$ cat config.mk
export PLATFORM = sky130hd
export DESIGN_NAME = alu_arbiter_flat
export DESIGN_NICKNAME = d
export VERILOG_FILES = /design/src/rtl/alu_arbiter_if.sv /design/src/rtl/alu_arbiter.sv /design/src/flat_wrapper.sv
export SDC_FILE = /design/constraint.sdc
export NUM_CORES = 1
export LEC_CHECK = 0
export BUFFER_PORTS_ARGS = -buffer_cell sky130_fd_sc_hd__buf_2
export CORE_MARGIN = 5
export CORE_UTILIZATION = 40
export CTS_CLUSTER_SIZE = 28
export DETAILED_ROUTE_END_ITERATION = 8
export PLACE_DENSITY_LB_ADDON = 0.05
export SLEW_MARGIN = 20
export SYNTH_ARGS = -nofsm -noshare
export SYNTH_HDL_FRONTEND = slang
export SYNTH_SLANG_ARGS = --single-unit
export TNS_END_PERCENT = 30
$ cat constraint.sdc
create_clock -name clk -period 4.8 [get_ports clk]
set_clock_uncertainty 0.1 [all_clocks]
set_input_delay 0.24 -clock clk [delete_from_list [all_inputs] [get_ports clk]]
set_output_delay 0.24 -clock clk [all_outputs]
set_load 0.05 [all_outputs]
$ cat src/rtl/alu_arbiter_if.sv
// alu_arbiter_if: requester handshakes, per-port responses and the shared ALU hookup.
interface alu_arbiter_if #(
    parameter int W = 32,
    parameter int OPW = 4
) ();
    logic           req0, req1;
    logic [OPW-1:0] op0, op1;
    logic [W-1:0]   a0, b0, a1, b1;
    logic           gnt0, gnt1;
    logic           rvalid0, rvalid1;
    logic [W-1:0]   rdata0, rdata1;
    logic           rzero0, rzero1, rerr0, rerr1;
    logic [W-1:0]   alu_a, alu_b;
    logic [OPW-1:0] alu_op;
    logic [W-1:0]   alu_f;
    logic           alu_c;

    modport slave (
        input  req0, op0, a0, b0, req1, op1, a1, b1, alu_f, alu_c,
        output gnt0, gnt1, rvalid0, rdata0, rzero0, rerr0,
               rvalid1, rdata1, rzero1, rerr1, alu_a, alu_b, alu_op
    );
    modport master (
        output req0, op0, a0, b0, req1, op1, a1, b1, alu_f, alu_c,
        input  gnt0, gnt1, rvalid0, rdata0, rzero0, rerr0,
               rvalid1, rdata1, rzero1, rerr1, alu_a, alu_b, alu_op
    );
endinterface

$ cat src/rtl/alu_arbiter.sv
// alu_arbiter: round-robin sharing of one combinational ALU between two requesters,
// with a registered operand stage and registered per-port responses.
module alu_arbiter #(
    parameter int W = 32,
    parameter int OPW = 4
) (
    input logic          clk,
    input logic          rst,
    input logic          flush,
    alu_arbiter_if.slave bus
);
    localparam logic [OPW-1:0] OP_ILL = OPW'(3);

    logic           ptr, valid, owner, err;
    logic           win, any, ill, fire;
    logic [OPW-1:0] sel_op;

    // ptr=0 favours port 0
    assign bus.gnt0 = !rst && !flush && bus.req0 && (!bus.req1 || !ptr);
    assign bus.gnt1 = !rst && !flush && bus.req1 && (!bus.req0 || ptr);
    assign win      = bus.gnt1;
    assign any      = bus.gnt0 || bus.gnt1;
    assign sel_op   = win ? bus.op1 : bus.op0;
    assign ill      = sel_op == OP_ILL;
    assign fire     = valid && !flush;

    always_ff @(posedge clk or posedge rst) begin
        if (rst) begin
            ptr        <= 1'b0;
            valid      <= 1'b0;
            owner      <= 1'b0;
            err        <= 1'b0;
            bus.alu_a  <= '0;
            bus.alu_b  <= '0;
            bus.alu_op <= '0;
        end else begin
            valid <= any;
            if (any) begin
                ptr        <= !win;
                owner      <= win;
                err        <= ill;
                bus.alu_op <= ill ? OPW'(0) : sel_op;
                bus.alu_a  <= ill ? W'(0) : (win ? bus.a1 : bus.a0);
                bus.alu_b  <= ill ? W'(0) : (win ? bus.b1 : bus.b0);
            end
        end
    end

    // illegal ops were turned into add(0,0); mask the resulting zero flag
    always_ff @(posedge clk or posedge rst) begin
        if (rst) begin
            bus.rvalid0 <= 1'b0;
            bus.rvalid1 <= 1'b0;
            bus.rdata0  <= '0;
            bus.rdata1  <= '0;
            bus.rzero0  <= 1'b0;
            bus.rzero1  <= 1'b0;
            bus.rerr0   <= 1'b0;
            bus.rerr1   <= 1'b0;
        end else begin
            bus.rvalid0 <= fire && !owner;
            bus.rvalid1 <= fire && owner;
            if (fire && !owner) begin
                bus.rdata0 <= err ? W'(0) : bus.alu_f;
                bus.rzero0 <= !err && bus.alu_c;
                bus.rerr0  <= err;
            end
            if (fire && owner) begin
                bus.rdata1 <= err ? W'(0) : bus.alu_f;
                bus.rzero1 <= !err && bus.alu_c;
                bus.rerr1  <= err;
            end
        end
    end
endmodule

$ cat src/flat_wrapper.sv
// flat-port wrapper written by rule: the top's interface ports become plain ports
module alu_arbiter_flat 
#(
    parameter int W = 32,
    parameter int OPW = 4
)
  (clk, rst, flush, bus_req0, bus_op0, bus_a0, bus_b0, bus_req1, bus_op1, bus_a1, bus_b1, bus_alu_f, bus_alu_c, bus_gnt0, bus_gnt1, bus_rvalid0, bus_rdata0, bus_rzero0, bus_rerr0, bus_rvalid1, bus_rdata1, bus_rzero1, bus_rerr1, bus_alu_a, bus_alu_b, bus_alu_op);
  alu_arbiter_if #(.W(W), .OPW(OPW)) bus_i ();
  input logic clk;
  input logic rst;
  input logic flush;
  input wire logic [$bits(bus_i.req0)-1:0] bus_req0;
  input wire logic [$bits(bus_i.op0)-1:0] bus_op0;
  input wire logic [$bits(bus_i.a0)-1:0] bus_a0;
  input wire logic [$bits(bus_i.b0)-1:0] bus_b0;
  input wire logic [$bits(bus_i.req1)-1:0] bus_req1;
  input wire logic [$bits(bus_i.op1)-1:0] bus_op1;
  input wire logic [$bits(bus_i.a1)-1:0] bus_a1;
  input wire logic [$bits(bus_i.b1)-1:0] bus_b1;
  input wire logic [$bits(bus_i.alu_f)-1:0] bus_alu_f;
  input wire logic [$bits(bus_i.alu_c)-1:0] bus_alu_c;
  output wire logic [$bits(bus_i.gnt0)-1:0] bus_gnt0;
  output wire logic [$bits(bus_i.gnt1)-1:0] bus_gnt1;
  output wire logic [$bits(bus_i.rvalid0)-1:0] bus_rvalid0;
  output wire logic [$bits(bus_i.rdata0)-1:0] bus_rdata0;
  output wire logic [$bits(bus_i.rzero0)-1:0] bus_rzero0;
  output wire logic [$bits(bus_i.rerr0)-1:0] bus_rerr0;
  output wire logic [$bits(bus_i.rvalid1)-1:0] bus_rvalid1;
  output wire logic [$bits(bus_i.rdata1)-1:0] bus_rdata1;
  output wire logic [$bits(bus_i.rzero1)-1:0] bus_rzero1;
  output wire logic [$bits(bus_i.rerr1)-1:0] bus_rerr1;
  output wire logic [$bits(bus_i.alu_a)-1:0] bus_alu_a;
  output wire logic [$bits(bus_i.alu_b)-1:0] bus_alu_b;
  output wire logic [$bits(bus_i.alu_op)-1:0] bus_alu_op;
  assign bus_i.req0 = bus_req0;
  assign bus_i.op0 = bus_op0;
  assign bus_i.a0 = bus_a0;
  assign bus_i.b0 = bus_b0;
  assign bus_i.req1 = bus_req1;
  assign bus_i.op1 = bus_op1;
  assign bus_i.a1 = bus_a1;
  assign bus_i.b1 = bus_b1;
  assign bus_i.alu_f = bus_alu_f;
  assign bus_i.alu_c = bus_alu_c;
  assign bus_gnt0 = bus_i.gnt0;
  assign bus_gnt1 = bus_i.gnt1;
  assign bus_rvalid0 = bus_i.rvalid0;
  assign bus_rdata0 = bus_i.rdata0;
  assign bus_rzero0 = bus_i.rzero0;
  assign bus_rerr0 = bus_i.rerr0;
  assign bus_rvalid1 = bus_i.rvalid1;
  assign bus_rdata1 = bus_i.rdata1;
  assign bus_rzero1 = bus_i.rzero1;
  assign bus_rerr1 = bus_i.rerr1;
  assign bus_alu_a = bus_i.alu_a;
  assign bus_alu_b = bus_i.alu_b;
  assign bus_alu_op = bus_i.alu_op;
  alu_arbiter #(.W(W), .OPW(OPW)) u_core (.clk(clk), .rst(rst), .flush(flush), .bus(bus_i));
endmodule
Word level (Yosys, flattened, before mapping)
Index checks and enable logic that the tools add are counted.

word-level totals
  flip-flop bits (word level) = 142
  input bits = 174
  output and inout port bits = 140
  logic and storage cells = 43

operators by class
  equal/unequal tests = 1
  multiplexer cells = 7
  reduce and logical (&&, ||, !) cells = 20

operators with widths
  cell                                                 count
  two-way mux 32 bit                                   5
  logical AND 1 bit                                    9
  logical NOT 1 bit                                    8
  two-way mux 4 bit                                    2
  equality test 4 x 2 -> 1 bit, second input constant  1
  logical OR 1 bit                                     3

Logic depth before layout (Yosys ltp)
Gate-level depths: netlist (run 1).

  depth in word-level cells = 7
  gate-level depth with buffers = 7
  gate-level depth less buffers = 5

Worst setup path after synthesis (run 1)
No wires, ideal clock.

  kind = register to register
  start = reg u_core.ptr
  end = reg u_core.bus.alu_a[29] (netlist bit)
  setup time = 0.128 ns
  data arrival time = 1.242 ns
  data required time = 4.572 ns
  path slack = 3.331 ns
  cell stages (with the launch flop) = 7
  buffers on the path = 2
  clock period less this slack = 1.469 ns
  cell sequence = dfrtp_1 nand2b_1 a21o_1 a21oi_2 buf_6 buf_6 a31oi_2

on the way
  word-level cells in the longest chain between the ends = 5
  elaborated cells on any way between the ends = 10
  classes of those cells = eq/ne (1); mux (3); reduce/logical (6)

ends and longest elaborated chain
  what                          line                  source
  start: declaration            alu_arbiter.sv:14     logic ptr, valid, owner, err;
  start signal: assignment      alu_arbiter.sv:39     ptr <= !win;
  logical OR 1 bit              alu_arbiter.sv:20     assign bus.gnt1 = !rst && !flush && bus.req1 && (!bus.req0 || ptr);
  logical AND 1 bit             alu_arbiter.sv:20
  two-way mux 4 bit             alu_arbiter.sv:23     assign sel_op = win ? bus.op1 : bus.op0;
  equality test 4 x 2 -> 1 bit  alu_arbiter.sv:24     assign ill = sel_op == OP_ILL;
  two-way mux 32 bit            alu_arbiter.sv:43     bus.alu_a <= ill ? W'(0) : (win ? bus.a1 : bus.a0);
  end signal: assignment        alu_arbiter.sv:43
  end: declaration              alu_arbiter_if.sv:21  rvalid1, rdata1, rzero1, rerr1, alu_a, alu_b, alu_op

Parallel ways exist; a longest one is shown, timed or not.
A chain may end at the register's enable or synchronous reset.

Final worst setup path (run 1)
  start = in rst
  end = reg u_core.bus.alu_a[8] (netlist bit)

on the way
  word-level cells in the longest chain between the ends = 7
  elaborated cells on any way between the ends = 11
  classes of those cells = eq/ne (1); mux (3); reduce/logical (7)

ends and longest elaborated chain
  what                             line                                  source
  start: declaration               flat_wrapper.sv:10                    input logic rst;
  logical NOT 1 bit *              alu_arbiter.sv:19, alu_arbiter.sv:20
  logical AND 1 bit *              alu_arbiter.sv:19, alu_arbiter.sv:20
  logical AND 1 bit (2 in series)  alu_arbiter.sv:20
  two-way mux 4 bit                alu_arbiter.sv:23
  equality test 4 x 2 -> 1 bit     alu_arbiter.sv:24
  two-way mux 32 bit               alu_arbiter.sv:43

Mark *: on every way between the ends. The rest lies on a longest branch, timed or not.

==> run summary, run 1 <==
The run finished with clean final reports. met2 is the most crowded layer. STA puts the critical path data arrival time at 3910 ps. The synthesized flop and latch total was 142; the number of cells upsized or downsized after cts was 0.

Area added between synthesis and finish: 56.4%. The type of the tightest min-delay check is in2reg. The number of synthesized flops with an enable pin works out to 0. For the routed via count, the log shows 6454. The clock tree synthesis step divided the H-tree into 4 levels. The clock drives 142 sinks.

The footprint of the multi-input gates is 2400 sq um, and the count of distinct cell types in the synthesized netlist is 26. Total number of nets in the final design: 1244. The run gives 0 as the number of warnings issued by yosys. Entering global routing, the biggest net connects 91 pins.

In the routed design, unresolved DRC markers number 0. Clock-pin slew was measured on the worst setup and hold paths at 60 ps. The met1 capacity usage during global routing is 0.297, and the synthesized netlist cell count is 660. The leakage power summed over all cells is 4.88 nW, and the required time at the worst-slack endpoint is 5000 ps. The synthesized netlist occupies a cell area of 6260 sq um. Max-cap violations in this run came to 0. The largest driver fanout on the critical path is 68. The total overflow left after global routing is 0.

sky130_fd_sc_hd__dfrtp_1 takes more of the synthesized area than any other cell. The die is 135 um wide. For this run, the leading register cell type out of synthesis is sky130_fd_sc_hd__dfrtp_1. Once placement completed, the tool counted placed cells totaling 1139. The critical path class is in2reg.

The run gives 0.0570 as the met3 usage. The tools report the type of destination of the critical path as a register. The total power per unit cell area is 523 nW/um^2, and the via density per instance is 4.99. The shortest clock period the worst path allows after layout was 3710 ps; the fill cell total of the finished layout was 1268.

The slowest stage of the critical path belongs to the cell sky130_fd_sc_hd__clkinv_2. The launching element type of the critical path is a primary input. After detailed routing, the average wire length per cell comes to 16.9 um.

For this block, the initial DRC count from the detailed router was 373. In the final layout, flip-flops and latches occupy 3550 sq um. A synthesized cell averages 9.48 sq um. Final cell area excluding filler cells: 9790 sq um. Count of standard-cell rows: 45. Setup repair after global routing left no endpoint under its margin. Number of hold violations in the final report: 0. The initial cell density of the core is 0.410. TritonCTS created 17 clock buffers. Total power: 5.12 mW. The tools report the global-route wire length before repair as 34.3 mm.

TritonCTS built the clock tree. Summed over all layers, the routed wires come to 21.9 mm. The share of flip-flops with an asynchronous set or reset after synthesis works out to 1.00.

In this run, post-CTS hold repair placed 123 buffers. In this run the count of I/O pins placed on the die edge is 314. Summed over all failing endpoints, the final setup total negative slack is 0 ps. The count of port buffers added during placement came out at 313.

The buffer type at the clock tree root is sky130_fd_sc_hd__clkbuf_16. For this run, the slowest stage of the critical path takes 1010 ps. The area fraction of the dominant cell type after synthesis was 0.568. The number of post-CTS setup repair buffers came out at 0.

For the half-perimeter wire length after placement, the log shows 14.4 mm. The post-layout instance count excluding filler cells was 1294; the worst-skew pair later-pin latency was 410 ps. Ranked by total cell area, the synthesized netlist is headed by sky130_fd_sc_hd__dfrtp_1 57%, sky130_fd_sc_hd__nand2_1 13%, sky130_fd_sc_hd__a31oi_2 5.6%.

The signal on the critical path passes through dlygate4sd3_1 -> buf_2 -> nor2_2 -> o21ai_4 -> buf_4 -> clkinv_2 -> nand3_1 -> a31oi_1 -> dlygate4sd3_1. The detail route stage leaves a number of antenna-violating nets equal to 0. Based on the critical path, the design can be clocked at up to 270 MHz.

The post-synthesis net count was 834. The worst slew margin relative to its limit came out at 0.315. For the standard cell core area, the log shows 15300 sq um. The first detailed-routing pass ran for 6 iterations. The via count of the first global-routing pass was 6736. Met2 usage: 0.397.

Share of the clock period used by the worst path after layout: 0.773. The maximum ir drop on the vdd rail is 0.000254 V. The floorplan step set the die height to 135 um.

The logs give 0 for the count of final setup violators and 0 for the initial antenna violation count. The number of pins exceeding their max-slew limit in the final report is 0. The cell repeated most along the worst path was sky130_fd_sc_hd__dlygate4sd3_1. For the pin with the worst max-slew slack, the measured transition is 1030 ps.

The congestion estimate from routability-driven global placement came to 0.884. The run gives 2 as the maximum count of clock buffers along a single path. The die covers 18200 sq um. The global-route usage over all layers is 0.238, and the register area share after synthesis is 0.568.

The fraction of layout cells with a size suffix above 1 was 0.360; the placement-stage cell area was 7900 sq um.
-- cells in the final DEF (no fill, tap or decap), types with 2 or more instances in the layout --
cell type                       synthesis  final
sky130_fd_sc_hd__buf_2                 23    313
sky130_fd_sc_hd__nand2_1              209    209
sky130_fd_sc_hd__dfrtp_1              142    142
sky130_fd_sc_hd__dlygate4sd3_1          0    123
sky130_fd_sc_hd__nand3_1               68     68
sky130_fd_sc_hd__o21ai_0               49     49
sky130_fd_sc_hd__a31oi_1               38     38
sky130_fd_sc_hd__nand2b_1              34     34
sky130_fd_sc_hd__a31oi_2               28     28
sky130_fd_sc_hd__o21ai_1               19     19
sky130_fd_sc_hd__clkbuf_16              0     17
sky130_fd_sc_hd__buf_4                  3      7
sky130_fd_sc_hd__clkinv_2               0      5
sky130_fd_sc_hd__bufinv_16              0      5
sky130_fd_sc_hd__a21o_1                 3      3
sky130_fd_sc_hd__inv_1                  4      3
sky130_fd_sc_hd__clkbuf_8               0      3
sky130_fd_sc_hd__mux2i_1                2      2
sky130_fd_sc_hd__inv_6                  0      2
-- worst paths after layout --
path | endpoint | from | depth (start not counted) | slack [ps]
max | u_core.bus.alu_a[8] | rst | 9 | 1090
min | u_core.bus.alu_b[18] | bus_b0[18] | 3 | 10
max reg2reg | u_core.bus.alu_a[8] | u_core.ptr | 6 | 2110
min reg2reg | u_core.bus.rdata1[19] | u_core.bus.rdata1[19] | 2 | 370
max in group asynchronous | u_core.bus.rdata0[16] | rst | 4 | 2890
min in group asynchronous | u_core.bus.rdata0[6] | rst | 3 | 500
-- power by group --
group	internal [mW]	switching (mW)	leakage, nW
registers	1.49	0.170	1.76
logic	0.537	1.47	2.80
clock network	0.959	0.494	0.322
total	2.99	2.14	4.88
-- worst max-delay path: cells and delay by family --
| family | cells | cell delay [ps] |
|---|---|---|
| buf+inv | 5 | 2950 |
| simple gates | 2 | 450 |
| compound gates | 2 | 210 |
-- cells by family after synthesis --
| kind of cell | Yosys count | share of synthesized area |
|---|---|---|
| compound gates | 139 | 0.155 |
| buf+inv | 59 | 0.0502 |
| flops | 142 | 0.568 |
| mux | 2 | 0.00320 |
| simple gates | 318 | 0.224 |
-- routing by layer --
| metal | part of all wire | vias to the layer above | wire length [um] |
|---|---|---|---|
| li1 | - | 3056 | - |
| met3 | 0.076 | 54 | 1670 |
| met2 | 0.49 | 312 | 10800 |
| met4 | 0.035 | 0 | 772 |
| met1 | 0.40 | 3032 | 8700 |
| met5 | 0 | - | 0 |
-- cell type report --
cell class / instances / share of cell area
timing repair buffer: 444 / 0.294
clock buffer: 20 / 0.0477
multi-input combinational: 459 / 0.246
antenna: 1 / 0.000256
sequential: 142 / 0.363
inverter: 6 / 0.00320
clock inverter: 11 / 0.0191
tap: 211 / 0.0270
-- metrics by stage --
step           hold slack, ps  setup WS (ps)   util
3_3_place_gp              355           2060  0.516
4_1_cts                 0.142           1510  0.641
6_report                 11.7           1090  0.641
3_5_place_dp              362           2130  0.518
2_1_floorplan             257            650      -
5_1_grt                  4.51            859  0.641
-- state kept, by name (all words and copies together) (netlist names), 4 cells and up --
register and flops:
u_core.bus.rdata0 32, u_core.bus.alu_op 4, u_core.bus.rdata1 32, u_core.bus.alu_a 32
u_core.bus.alu_b 32
-- synth_stat cells, types with 2 or more instances --
cell type and n:
sky130_fd_sc_hd__a31oi_2 28, sky130_fd_sc_hd__buf_2 23, sky130_fd_sc_hd__nand2_1 209, sky130_fd_sc_hd__clkbuf_1 21, sky130_fd_sc_hd__buf_8 2, sky130_fd_sc_hd__buf_4 3
sky130_fd_sc_hd__nand2b_1 34, sky130_fd_sc_hd__o21ai_0 49, sky130_fd_sc_hd__inv_2 2, sky130_fd_sc_hd__mux2i_1 2, sky130_fd_sc_hd__dfrtp_1 142, sky130_fd_sc_hd__inv_1 4
sky130_fd_sc_hd__o21ai_1 19, sky130_fd_sc_hd__a31oi_1 38, sky130_fd_sc_hd__nand3_1 68, sky130_fd_sc_hd__buf_6 4, sky130_fd_sc_hd__a21o_1 3
No activity file was read; power rests on OpenSTA's default activity.
==> inputs of run 2 (changes only) <==
==> constraint.sdc (replaced) <==
create_clock -name clk -period 3.2 [get_ports clk]
set_clock_uncertainty 0.1 [all_clocks]
set_input_delay 0.16 -clock clk [delete_from_list [all_inputs] [get_ports clk]]
set_output_delay 0.16 -clock clk [all_outputs]
set_load 0.05 [all_outputs]
==> run summary, run 2 (synthesis gave the netlist of run 1 again) <==
Based on the critical path, the design can be clocked at up to 366 MHz. The number of hold violations in the final report was 0. Setup repair after global routing left no endpoint under its margin. The core region is 15300 sq um. From synthesis to final layout, the design area changed by 64.7%. The initial antenna violation count is 2, and the total power per unit cell area is 766 nW/um^2.

The congestion estimate from routability-driven global placement came to 0.835. The H-tree depth is 4. The worst hold path stage count was 4; the residual antenna-violating net count after detailed routing was 0. For the half-perimeter wire length after placement, the log shows 14.3 mm.

The count of port buffers added during placement was 313; the fill cell total of the finished layout was 1242. Clock-pin slew was measured on the worst setup and hold paths at 60 ps. In this run the static leakage power is 5.11 nW. The first global-routing pass estimated 34.9 mm of wire.

The initialized floorplan defines 45 standard-cell rows. The largest driver fanout on the critical path is 67. The launching element type of the critical path was a primary input. The library cell used most frequently in the layout, excluding fill and tap cells, is sky130_fd_sc_hd__buf_2. In the routed layout, each cell is associated on average with a via count of 5.00. The total global routing overflow is 0, and the worst-skew pair later-pin latency is 410 ps.

The run finished with clean final reports. By startpoint and endpoint, the worst setup path is classified as in2reg. The top-level I/O count is 314, and the maximum count of clock buffers along a single path is 2.

The total number of nets in the final design came out at 1293. The first detailed-routing pass ran for 5 iterations. Worst hold-check slack: 148 ps.

The number of clock buffers inserted by TritonCTS came out at 17. The length in cells of the worst reg-to-reg path came out at 6. TritonCTS built the clock tree.

The number of design rule violations left after detail routing is 0. The max-cap check violation count came out at 0. Cell with the largest stage delay on the worst path: sky130_fd_sc_hd__clkinv_2. The via count of the first global-routing pass was 7003. CTS placed an instance of sky130_fd_sc_hd__clkbuf_16 at the clock tree root. The smallest clock period supported by the final layout is computed as 2730 ps. The largest net degree at the start of global routing came out at 81.

The initial cell density of the core is 0.410, and the count of clock tree sinks is 142. The average detailed-routed wire length per instance works out to 16.5 um. Post-CTS repair changed the size of 0 cells. The die covers 18200 sq um.

The count of final setup violators was 0; the share of the clock period used by the worst path after layout was 0.854. The worst setup path is captured at a register. After the first detailed-routing iteration, the DRC count stood at 372. Worst slew margin relative to its limit: 0.326.

The critical path goes through dlygate4sd3_1 -> buf_2 -> nor2_2 -> o21ai_4 -> clkinv_2 -> nand3_1 -> a31oi_2 -> dlygate4sd3_1. For the number of pins exceeding their max-slew limit in the final report, the log shows 0. The cell repeated most along the worst path was sky130_fd_sc_hd__dlygate4sd3_1. The tools report the global-route usage over all layers as 0.243.

Data arrives at the worst endpoint at 2920 ps. The transition at the pin with the smallest max-transition slack works out to 1010 ps. Leaving out fill and tap cells, the most frequent cells in the layout are 313 x sky130_fd_sc_hd__buf_2, 209 x sky130_fd_sc_hd__nand2_1, 170 x sky130_fd_sc_hd__dlygate4sd3_1. Summed over all failing endpoints, the final setup total negative slack is 0 ps. Type of the tightest min-delay check: in2reg. The run gives 22.2 mm as the total detailed-routing wirelength. In this run the horizontal extent of the chip is 135 um.

The worst-case IR drop observed on VDD is 0.000370 V. The fraction of layout cells with a size suffix above 1 is 0.345, and the peak per-stage delay on the critical path is 780 ps. Measured along the y axis, the die boundary spans 135 um.

The required time at the worst-slack endpoint came out at 3390 ps. The routed via count was 6731.
-- run 2: report_power, final --
| group | internal [mW] | switching (mW) | total, mW |
|---|---|---|---|
| Sequential | 2.23 | 0.253 | 2.49 |
| Clock | 1.52 | 0.733 | 2.26 |
| Combinational | 0.917 | 2.23 | 3.15 |
| Total | 4.68 | 3.21 | 7.89 |
-- run 2: timing repair --
| item | 4_1_cts | 5_1_grt |
|---|---|---|
| hold buffers | 170 | 0 |
| endpoints found under the hold margin | 163 | 0 |
| setup buffers | 0 | 0 |
-- run 2: metal layers --
metal / vias up / GRT usage / share of wire
li1: 3156 / - / -
met1: 3181 / 0.281 / 0.38
met2: 330 / 0.419 / 0.50
met3: 64 / 0.0615 / 0.076
met4: 0 / 0.119 / 0.037
met5: - / 0 / 0
-- run 2: final timing paths --
check                                      start                     to  slack (ps)
setup / recovery                             rst    u_core.bus.alu_b[9]         470
hold / removal                          bus_req0           u_core.owner         150
setup reg to reg                      u_core.ptr   u_core.bus.alu_b[25]         740
hold reg to reg            u_core.bus.rdata1[17]  u_core.bus.rdata1[17]         370
max in group asynchronous                    rst    u_core.bus.alu_a[0]        1790
min in group asynchronous                    rst             u_core.ptr         350
-- run 2: cell type report --
cell class | instances | area, sq um | area share
Timing Repair Buffer | 493 | 3370 | 0.327
Tap cell | 211 | 264 | 0.0256
Antenna cell | 3 | 7.51 | 0.000729
Clock buffer | 22 | 474 | 0.0460
Sequential cell | 142 | 3550 | 0.345
Multi-Input combinational cell | 459 | 2400 | 0.233
Clock inverter | 10 | 206 | 0.0200
Inverter | 6 | 27.5 | 0.00267
-- run 2: stage by stage --
| stage | power [mW] | worst slack [ps] | utilization | instance area, sq um | std cells |
|---|---|---|---|---|---|
| 4_1_cts | 7.92 | 423 | 0.675 | 10300 | 1343 |
| 5_1_grt | 8.25 | 333 | 0.675 | 10300 | 1345 |
| 6_report | 7.89 | 468 | 0.675 | 10300 | 1346 |
| 3_3_place_gp | 5.29 | 1220 | 0.519 | 7910 | 1141 |
| 2_1_floorplan | 4.55 | 1160 | - | 6260 | 660 |
| 3_5_place_dp | 5.32 | 1130 | 0.519 | 7910 | 1141 |
-- run 2: worst max-delay path, delay by kind of cell --
family	cells	cell delay (ps)
buf+inv	4	2070
simple gates	2	490
compound gates	2	180
